File: src/rtl/btn_pkg.sv
// btn_pkg: shared timing constants and counter-width helper for the button conditioner
package btn_pkg;
  localparam int CLK_HZ = 100_000_000;
  localparam int DEBOUNCE_MS = 10;
  localparam int HOLD_MS = 1000;
  localparam int STABLE_CYCLES_DEF = CLK_HZ / 1000 * DEBOUNCE_MS;
  localparam int HOLD_CYCLES_DEF = CLK_HZ / 1000 * HOLD_MS;
  function automatic int cnt_w(input int n);
    return $clog2(n + 1);
  endfunction
endpackage

File: src/rtl/btn_debounce_ch.sv
// btn_debounce_ch: one channel -- synchroniser, two-way stability filter, edge pulses, hold flag
module btn_debounce_ch
  import btn_pkg::*;
#(
  parameter int SYNC_STAGES = 2,
  parameter int STABLE_CYCLES = STABLE_CYCLES_DEF,
  parameter int HOLD_CYCLES = HOLD_CYCLES_DEF
) (
  input  logic clk,
  input  logic rst_n,
  input  logic btn_i,
  output logic status_o,
  output logic press_o,
  output logic release_o,
  output logic hold_o
);
  localparam int SW = cnt_w(STABLE_CYCLES);
  localparam int HW = cnt_w(HOLD_CYCLES);
  localparam logic [SW-1:0] S_MAX = SW'(STABLE_CYCLES - 1);
  localparam logic [HW-1:0] H_MAX = HW'(HOLD_CYCLES - 1);
  logic [SYNC_STAGES-1:0] sync_q;
  logic [SW-1:0] stab_q, stab_d;
  logic [HW-1:0] hcnt_q, hcnt_d;
  logic status_q, status_d, press_q, press_d, release_q, release_d, hold_q, hold_d;
  logic sync, stab_done;
  assign sync = sync_q[SYNC_STAGES-1];
  always_comb begin
    stab_done = (sync != status_q) && (stab_q == S_MAX);
    status_d = status_q ^ stab_done;
    stab_d = (sync == status_q || stab_done) ? '0 : stab_q + 1'b1;
    press_d = status_d & ~status_q;
    release_d = ~status_d & status_q;
    // the hold counter saturates at H_MAX; hold drops together with status
    hold_d = status_d & (hold_q | (status_q & (hcnt_q == H_MAX)));
    hcnt_d = !status_d ? '0 : (status_q && !hold_q && hcnt_q != H_MAX) ? hcnt_q + 1'b1 : hcnt_q;
  end
  always_ff @(posedge clk or negedge rst_n)
    if (!rst_n) begin
      sync_q <= '0;
      stab_q <= '0;
      hcnt_q <= '0;
      status_q <= 1'b0;
      press_q <= 1'b0;
      release_q <= 1'b0;
      hold_q <= 1'b0;
    end else begin
      sync_q <= {sync_q[SYNC_STAGES-2:0], btn_i};
      stab_q <= stab_d;
      hcnt_q <= hcnt_d;
      status_q <= status_d;
      press_q <= press_d;
      release_q <= release_d;
      hold_q <= hold_d;
    end
  assign status_o = status_q;
  assign press_o = press_q;
  assign release_o = release_q;
  assign hold_o = hold_q;
endmodule

File: src/rtl/btn_debounce_multi.sv
// btn_debounce_multi: bank of independent button conditioners, one per channel
module btn_debounce_multi
  import btn_pkg::*;
#(
  parameter int N_CH = 5,
  parameter int SYNC_STAGES = 2,
  parameter int STABLE_CYCLES = STABLE_CYCLES_DEF,
  parameter int HOLD_CYCLES = HOLD_CYCLES_DEF
) (
  input  logic clk,
  input  logic rst_n,
  input  logic [N_CH-1:0] btn_in,
  output logic [N_CH-1:0] btn_status,
  output logic [N_CH-1:0] btn_press,
  output logic [N_CH-1:0] btn_release,
  output logic [N_CH-1:0] btn_hold
);
  for (genvar i = 0; i < N_CH; i++) begin : g_ch
    btn_debounce_ch #(
      .SYNC_STAGES(SYNC_STAGES),
      .STABLE_CYCLES(STABLE_CYCLES),
      .HOLD_CYCLES(HOLD_CYCLES)
    ) u_ch (
      .clk(clk),
      .rst_n(rst_n),
      .btn_i(btn_in[i]),
      .status_o(btn_status[i]),
      .press_o(btn_press[i]),
      .release_o(btn_release[i]),
      .hold_o(btn_hold[i])
    );
  end
endmodule

File: config.mk
export PLATFORM = sky130hd
export DESIGN_NAME = btn_debounce_multi
export DESIGN_NICKNAME = d
export VERILOG_FILES = /design/src/rtl/btn_pkg.sv /design/src/rtl/btn_debounce_ch.sv /design/src/rtl/btn_debounce_multi.sv
export SDC_FILE = /design/constraint.sdc
export NUM_CORES = 1
export LEC_CHECK = 0
export ABC_AREA = 0
export ABC_CLOCK_PERIOD_IN_PS = 2200
export CAP_MARGIN = 20
export CORE_ASPECT_RATIO = 0.7
export CORE_MARGIN = 2
export CORE_UTILIZATION = 45
export CTS_CLUSTER_DIAMETER = 40
export DETAILED_ROUTE_END_ITERATION = 16
export GPL_ROUTABILITY_DRIVEN = 0
export PLACE_DENSITY = 0.64
export REMOVE_ABC_BUFFERS = 1
export SYNTH_ARGS = -nofsm -noshare
export SYNTH_HDL_FRONTEND = slang
export SYNTH_HIERARCHICAL = 1
export SYNTH_SLANG_ARGS = --single-unit
export TNS_END_PERCENT = 100
File: constraint.sdc
create_clock -name clk -period 2.2 [get_ports clk]
set_input_delay 0.22 -clock clk [delete_from_list [all_inputs] [get_ports clk]]
set_output_delay 0.22 -clock clk [all_outputs]
set_load 0.1 [all_outputs]
### Word-level counts from Yosys, hierarchy flattened

Index checks and enable logic that the tools add are counted.

* $add $sub $neg: 10
* equal/unequal tests: 30
* mux-type cells: 15
* bitwise gates (word level): 40
* reductions and logical operators: 25

Operators by type and width (number)
* two-way mux 27 bit: 10
* adder 27 x 1 -> 27 bit (second input constant): 5
* == test 27 bit (second input constant): 5
* != test 27 bit (second input constant): 5
* adder 20 x 1 -> 20 bit (second input constant): 5
* == test 20 bit (second input constant): 5
* two-way mux 20 bit: 5
* bitwise AND 1 bit: 20
* logical AND 1 bit: 15
* != test 2 bit (second input constant): 5
* NOT 1 bit: 10
* == test 1 bit: 5
* logical NOT 1 bit: 5
* logical OR 1 bit: 5
* != test 1 bit: 5
* bitwise OR 1 bit: 5
* bitwise XOR 1 bit: 5

* register bits: 265
* bits of input ports: 7
* output and inout port bits: 20
* logic and storage cells: 155

### Logic depth before layout (Yosys ltp)

Gate-level depths: netlist of the first run.

* word-level depth: 5
* gate-level depth with buffers: 8
* mapped depth without buffers: 6

### Modules after synthesis

The synthesis of the first run kept the hierarchy.

Modules (own cells, without submodules)
* btn_debounce_ch: instances 5, cells each 266, area each 2588.7 um2, sequential area each 1326.3 um2

### Worst setup path after synthesis of the first run

No wires, ideal clock.

* path kind: register to register
* start point: register g_ch[0].u_ch.status_q
* end point: register g_ch[0].u_ch.hcnt_q[7]
* library setup time: 0.077 ns
* data arrival time: 2.090 ns
* data required time: 2.123 ns
* slack: 0.032 ns
* stages on the path, launching flop included: 5
* buffers on the path: 0
* clock period less this slack: 2.168 ns
* path through: dfrtp_1 > nor2b_1 > a21bo_2 > or4_1 > a21oi_1

* word-level cells in the longest chain between the ends: 4
* elaborated cells on any way between the ends: 7
* classes of those cells: 2 x eq/ne; 1 x mux; 1 x bitwise; 3 x reduce/logical

RTL lines
* start, declared: RTL line btn_debounce_ch.sv:24 `logic status_q, status_d, press_q, press_d, release_q, release_d, hold_q, hold_d;`
* start signal, assigned: RTL line btn_debounce_ch.sv:50 `status_q <= status_d;`
* != test 1 bit: RTL line btn_debounce_ch.sv:28 `stab_done = (sync != status_q) && (stab_q == S_MAX);`
* logical AND 1 bit: RTL line btn_debounce_ch.sv:28
* bitwise XOR 1 bit: RTL line btn_debounce_ch.sv:29 `status_d = status_q ^ stab_done;`
* != test 2 bit (no line) or two-way mux 27 bit (tied branches)
* end signal, assigned: RTL line btn_debounce_ch.sv:49 `hcnt_q <= hcnt_d;`
* end, declared: RTL line btn_debounce_ch.sv:23 `logic [HW-1:0] hcnt_q, hcnt_d;`

Parallel ways exist; a longest one is shown, timed or not.
A chain may end at the register's enable or synchronous reset.

### Worst setup path after layout of the first run

* start point: register g_ch[1].u_ch.stab_q[7]
* end point: register g_ch[1].u_ch.hcnt_q[3]

* word-level cells in the longest chain between the ends: 4
* elaborated cells on any way between the ends: 5
* classes of those cells: 2 x eq/ne; 1 x mux; 1 x bitwise; 1 x reduce/logical

RTL lines
* start, declared: RTL line btn_debounce_ch.sv:22 `logic [SW-1:0] stab_q, stab_d;`
* start signal, assigned: RTL line btn_debounce_ch.sv:48 `stab_q <= stab_d;`
* == test 20 bit *: RTL line btn_debounce_ch.sv:28
* logical AND 1 bit *: RTL line btn_debounce_ch.sv:28
* bitwise XOR 1 bit *: RTL line btn_debounce_ch.sv:29
* != test 2 bit (no line) or two-way mux 27 bit (tied branches)
* end signal, assigned: RTL line btn_debounce_ch.sv:49
* end, declared: RTL line btn_debounce_ch.sv:23

Mark *: on every way between the ends. The rest lies on a longest branch, timed or not.

==> results of run 1 <==
[synth_stat cells, drive strengths merged (10+ instances only)]
master / instances
buf: 25
clkbuf: 15
nor2: 230
or3: 35
nand3: 80
or2: 15
xnor2: 75
nand4: 75
ha: 10
xor2: 115
nand2: 90
a21oi: 45
nor4: 25
nor3b: 15
o21ai: 30
inv: 35
and3: 20
nor3: 30
dfrtp: 265
and4: 25
or4: 25
[placed cells by master, fill, tap and decap left out, types with 35 or more instances in the layout]
master,instances
nor2_1,230
nand3_1,79
buf_4,77
clkbuf_16,41
or3_1,35
nand2_1,90
xnor2_1,75
a21oi_1,45
xor2_1,115
dfrtp_1,265
nand4_1,75
[what timing repair did]
action / 4_1_cts / 5_1_grt
hold buffers: 1 / 0
endpoints found under the setup margin: 0 / 78
endpoints found under the hold margin: 51 / 0
gates resized for setup: 0 / 9
setup buffers: 0 / 3
[flip-flops by register name, indices dropped and copies added (netlist names)]
name and cells:
g_ch.u_ch/release_o 5, g_ch.u_ch/hcnt_q 135, g_ch.u_ch/hold_o 5, g_ch.u_ch/status_o 5, g_ch.u_ch/sync_q 10, g_ch.u_ch/stab_q 100
g_ch.u_ch/press_o 5
[per-layer routing]
metal | vias to the layer above | track usage [%] | wire, µm
met5 | - | 0 | 0
met3 | 40 | 3.02 | 801
li1 | 4831 | - | -
met1 | 4688 | 27.2 | 13500
met2 | 114 | 25.5 | 11000
met4 | 0 | 5.18 | 551
[layout make-up]
class	instances	area [µm²]	share of cell area (%)
Multi-Input combinational cell	990	6040	38.6
Clock inverter	17	273	1.74
Tap cell	371	464	2.97
Sequential cell	265	6630	42.4
Timing Repair Buffer	104	1060	6.81
Inverter	35	131	0.840
Clock buffer	47	1040	6.67
[path summary, 6_finish.rpt]
check | startpoint | end | slack (ns) | depth (start not counted)
worst max-delay path | g_ch[1].u_ch/stab_q[7]$_DFF_PN0_ | g_ch[1].u_ch/hcnt_q[3]$_DFFE_PN0P_ | 0.06 | 6
worst min-delay path | btn_in[1] | g_ch[1].u_ch/sync_q[0]$_DFF_PN0_ | 0.14 | 1
worst max register to register | g_ch[1].u_ch/stab_q[7]$_DFF_PN0_ | g_ch[1].u_ch/hcnt_q[3]$_DFFE_PN0P_ | 0.06 | 6
worst min register to register | g_ch[4].u_ch/sync_q[0]$_DFF_PN0_ | g_ch[4].u_ch/sync_q[1]$_DFF_PN0_ | 0.34 | 0
max in group asynchronous | rst_n | g_ch[1].u_ch/hcnt_q[17]$_DFFE_PN0P_ | 1.28 | 3
min in group asynchronous | rst_n | g_ch[0].u_ch/stab_q[0]$_DFF_PN0_ | 0.23 | 2
[stage by stage]
stage | area [µm²] | setup WS (ns) | cells
2_1_floorplan | 12700 | -0.589 | 1290
3_3_place_gp | 14100 | 0.141 | 1756
3_5_place_dp | 14100 | 0.0784 | 1756
4_1_cts | 15400 | 0.0611 | 1821
5_1_grt | 15600 | -0.0344 | 1829
6_report | 15600 | 0.0601 | 1829
[power breakdown]
part           internal, µW  switching, µW  leakage [µW]
clock                  4080           2230      0.000642
sequential             4910           32.2       0.00367
combinational          73.6            154       0.00201
[logic make-up after synthesis]
logic type | Yosys count | synth area share, %
multiplexers | 5 | 0.387
AND/OR/NAND/NOR | 690 | 27.7
adder cells (fa/ha/maj) | 10 | 0.967
buffers and inverters | 75 | 2.75
XOR/XNOR | 190 | 12.9
flip-flops | 265 | 51.2
AO/OA/AOI/OAI | 95 | 4.11
==> flow_summary.json, run 1 <==
{
  "ys_seq_area_share_pct": 51.2,
  "synthTopCellsByArea": "dfrtp_1 51%, xor2_1 7.8%, nor2_1 6.7%, xnor2_1 5.1%, nand4_1 3.6%",
  "ir_worst_vdd_mv": 0.494,
  "worst_pin_slew_ns": 0.479,
  "grt_pass1_vias": 9368,
  "clock_skew_ns": 0.0130,
  "yosysTopAreaCellShare_pct": 51.2,
  "crit_slowest_cell": "or4_1",
  "fmax_ghz": 0.467,
  "p_total_uw": 11500,
  "critPathMaxStageDelay_ns": 0.52,
  "leakage_uw": 0.00632,
  "grt_pass1_wl_um": 44800,
  "cts_sinks": 265,
  "post-dp-hpwl_um": 16200,
  "cts.clk_slew.worst_paths_ns": 0.06,
  "period_share_pct": 97.3,
  "dieArea_um2": 30200,
  "synth_area_um2": 12900,
  "cp.arrival_ns": 2.54,
  "antenna_left": 0,
  "syn_avg_cell_area_um2": 9.73,
  "rows": 51,
  "layout-drive-gt1-share_pct": 14.1,
  "cp.buffers_inverters": 1,
  "required_ns": 2.60,
  "power_density_nw_per_um2": 733,
  "hp-class": "in2reg",
  "yosysTopAreaCell": "dfrtp_1",
  "port_buffers": 26,
  "overflow": 0,
  "synth-seq-cells": 265,
  "insertion_delay_ns": 0.52,
  "chipWidth_um": 207,
  "routed_wl_um": 25900,
  "ys_types": 35,
  "grt_max_degree": 58,
  "drc": 0,
  "numCtsBuffers": 36,
  "critical_path.top_delay_family": "simple AND/OR/NAND/NOR gates",
  "htree_levels": 2,
  "critPathMaxFanout": 14,
  "synthFlopType": "dfrtp_1",
  "yosysWarnings": 6,
  "wire_per_inst_um": 14.2,
  "core_um2": 28100,
  "final-hold-violation-count": 0,
  "fill_cells": 2478,
  "synth_edf_count": 0,
  "drtIter0Drc": 610,
  "relSlewSlack_pct": 68.1,
  "startpoint_type": "register",
  "die_y_um": 146,
  "start_util_pct": 46.1,
  "synthCells": 1330,
  "grt_antenna_before_repair": 0,
  "drv_cap": 0,
  "vias": 9673,
  "vias_per_cell": 5.29,
  "cts_root_buf": "clkbuf_16",
  "cts_tree": "built",
  "dr.pass1.iters": 6,
  "fin_nets": 1449,
  "async_flop_share_pct": 100,
  "num_io_pins": 27,
  "min_period_ns": 2.14,
  "n_antenna_cell": 0,
  "fin_tns_setup_ns": 0,
  "clk_path_buf_depth": 3,
  "finalSetupViolCount": 0,
  "maxSlewViolCount": 0,
  "syn2layout_area_growth_pct": 20.9,
  "crit_chain": "or4_1 -> nor4_2 -> nand3_1 -> mux2i_4 -> clkbuf_16 -> a21oi_1",
  "status": "complete, no violations",
  "post-route-util_pct": 55.7,
  "crit_path_end_kind": "register",
  "whs_ns": 0.142,
  "critPathKind": "reg2reg",
  "grt_use_total_pct": 17.7
}
Power figures use the tool's default switching activity.
==> inputs of run 2 (changes only) <==
--- a/config.mk
+++ b/config.mk
@@ -8,7 +8,7 @@
 export ABC_AREA = 0
 export ABC_CLOCK_PERIOD_IN_PS = 2200
 export CAP_MARGIN = 20
-export CORE_ASPECT_RATIO = 0.7
+export CORE_ASPECT_RATIO = 0.9
 export CORE_MARGIN = 2
 export CORE_UTILIZATION = 45
 export CTS_CLUSTER_DIAMETER = 40
==> flow_summary.json, run 2 (synthesized netlist as in run 1, its figures left out) <==
{
  "status": "complete, no violations",
  "dp_slack_ns": 0.0599,
  "clock_skew_ns": 0.0136,
  "numCtsBuffers": 42,
  "htree_levels": 2,
  "final_common_cell": "dfrtp_1",
  "reg2reg_slack_ns": 0.08,
  "critPathKind": "reg2reg",
  "min_period_ns": 2.12,
  "largest_register_ffs": 135,
  "n_antenna_cell": 0,
  "chipWidth_um": 183,
  "critPathMaxFanout": 29,
  "cts.clk_slew.worst_paths_ns": 0.05,
  "drc": 0,
  "crit_chain": "or4_1 -> nor4_2 -> nand3_1 -> mux2i_2 -> buf_12 -> nor2_1",
  "regMostFlops": "g_ch.u_ch/hcnt_q",
  "leakage_uw": 0.00632,
  "post-dp-hpwl_um": 16400,
  "maxSlewViolCount": 0,
  "cts_root_buf": "clkbuf_16",
  "insertion_delay_ns": 0.51,
  "grt_max_degree": 67,
  "ir_worst_vdd_mv": 0.492,
  "grt_pass1_wl_um": 44800,
  "grt_pass1_vias": 9420,
  "vias": 9679,
  "layout-drive-gt1-share_pct": 14.1,
  "dr.pass1.iters": 5,
  "port_buffers": 26,
  "dp_cells": 1748,
  "num_io_pins": 27,
  "multi_input_area_um2": 5990,
  "power_density_nw_per_um2": 770,
  "rsz0062_at_grt": "true",
  "drv_cap": 0,
  "final_cell_mix": "265 x dfrtp_1, 230 x nor2_1, 115 x xor2_1",
  "critPathMaxStageDelay_ns": 0.54,
  "period_share_pct": 96.3,
  "cts_tree": "built",
  "stdcell_count": 1826,
  "antenna_left": 0,
  "grt_antenna_before_repair": 0,
  "worst_pin_slew_ns": 0.544,
  "layout_setup_ws_ns": 0.0824,
  "dieArea_um2": 30100,
  "start_util_pct": 46.1,
  "hp-class": "in2reg",
  "vias_per_cell": 5.30,
  "grt_use_total_pct": 17.5,
  "required_ns": 2.60,
  "overflow": 0,
  "cts_sinks": 265,
  "finalSetupViolCount": 0,
  "cp.arrival_ns": 2.52,
  "fmax_ghz": 0.472,
  "drtIter0Drc": 524,
  "core_um2": 28100,
  "regArea_um2": 6630,
  "final-hold-violation-count": 0,
  "clk_path_buf_depth": 3,
  "place_area_um2": 14100,
  "wire_per_inst_um": 13.8,
  "rows": 58,
  "relSlewSlack_pct": 63.7,
  "syn2layout_area_growth_pct": 20.7,
  "fill_cells": 2400,
  "design_area_um2": 15600,
  "fin_nets": 1450,
  "startpoint_type": "register",
  "routed_wl_um": 25300,
  "reg_top3": "g_ch.u_ch/hcnt_q (135), g_ch.u_ch/stab_q (100), g_ch.u_ch/sync_q (10)",
  "crit_path_end_kind": "register",
  "die_y_um": 165,
  "crit_slowest_cell": "or4_1"
}
run 2: path summary, 6_finish.rpt:
check                                                           end                              from  cells past startpoint
worst max-delay path            g_ch[4].u_ch/hcnt_q[12]$_DFFE_PN0P_  g_ch[4].u_ch/stab_q[7]$_DFF_PN0_                      6
worst min register to register     g_ch[3].u_ch/sync_q[1]$_DFF_PN0_  g_ch[3].u_ch/sync_q[0]$_DFF_PN0_                      0
min in group asynchronous        g_ch[4].u_ch/hcnt_q[2]$_DFFE_PN0P_                             rst_n                      2
worst min-delay path               g_ch[2].u_ch/sync_q[0]$_DFF_PN0_                         btn_in[2]                      1
max in group asynchronous       g_ch[2].u_ch/hcnt_q[22]$_DFFE_PN0P_                             rst_n                      3
worst max register to register  g_ch[4].u_ch/hcnt_q[12]$_DFFE_PN0P_  g_ch[4].u_ch/stab_q[7]$_DFF_PN0_                      6
run 2: stage by stage:
| step | hold slack, ns | util, % | TNS (ns) | total power, µW |
|---|---|---|---|---|
| global route | 0.137 | 55.6 | -0.246 | 12500 |
| CTS | 0.119 | 55.6 | 0 | 12200 |
| detailed placement | 0.221 | 50.3 | 0 | 5270 |
| global placement | 0.225 | 50.3 | 0 | 5260 |
| floorplan | -0.0756 | - | -83.40 | 5080 |
| finish | 0.144 | 55.6 | 0 | 12000 |
run 2: what timing repair did:
action,4_1_cts,5_1_grt
hold buffers,1,0
setup endpoints to repair,0,51
gates resized for setup,0,2
hold endpoints to repair,59,0
buffers inserted,0,0
run 2: cell type report:
| cell class | count | area share (%) |
|---|---|---|
| Clock buffer | 54 | 7.62 |
| Clock inverter | 23 | 1.88 |
| Inverter | 35 | 0.841 |
| Multi-Input combinational cell | 990 | 38.3 |
| Sequential cell | 265 | 42.4 |
| Tap cell | 360 | 2.88 |
| Timing Repair Buffer | 99 | 6.02 |
run 2: power by group:
part / switching (µW) / internal (µW)
Sequential: 31.8 / 4910
Clock: 2320 / 4540
Combinational: 152 / 79.0
Total: 2500 / 9530
run 2: critical path, delay by kind of cell, from the launching register on:
family,cells,cell delay (ns)
buffers and inverters,1,0.22
AND/OR/NAND/NOR,4,1.14
flip-flops,1,0.38
multiplexers,1,0.27
run 2: per-layer routing:
layer | global-route usage, % | up-vias | wire (µm) | share of wire [%]
met1 | 25.2 | 4704 | 12700 | 50
met3 | 3.09 | 37 | 808 | 3.2
met5 | 0 | - | 0 | 0
li1 | - | 4837 | - | -
met4 | 4.76 | 0 | 421 | 1.7
met2 | 27.5 | 101 | 11300 | 45
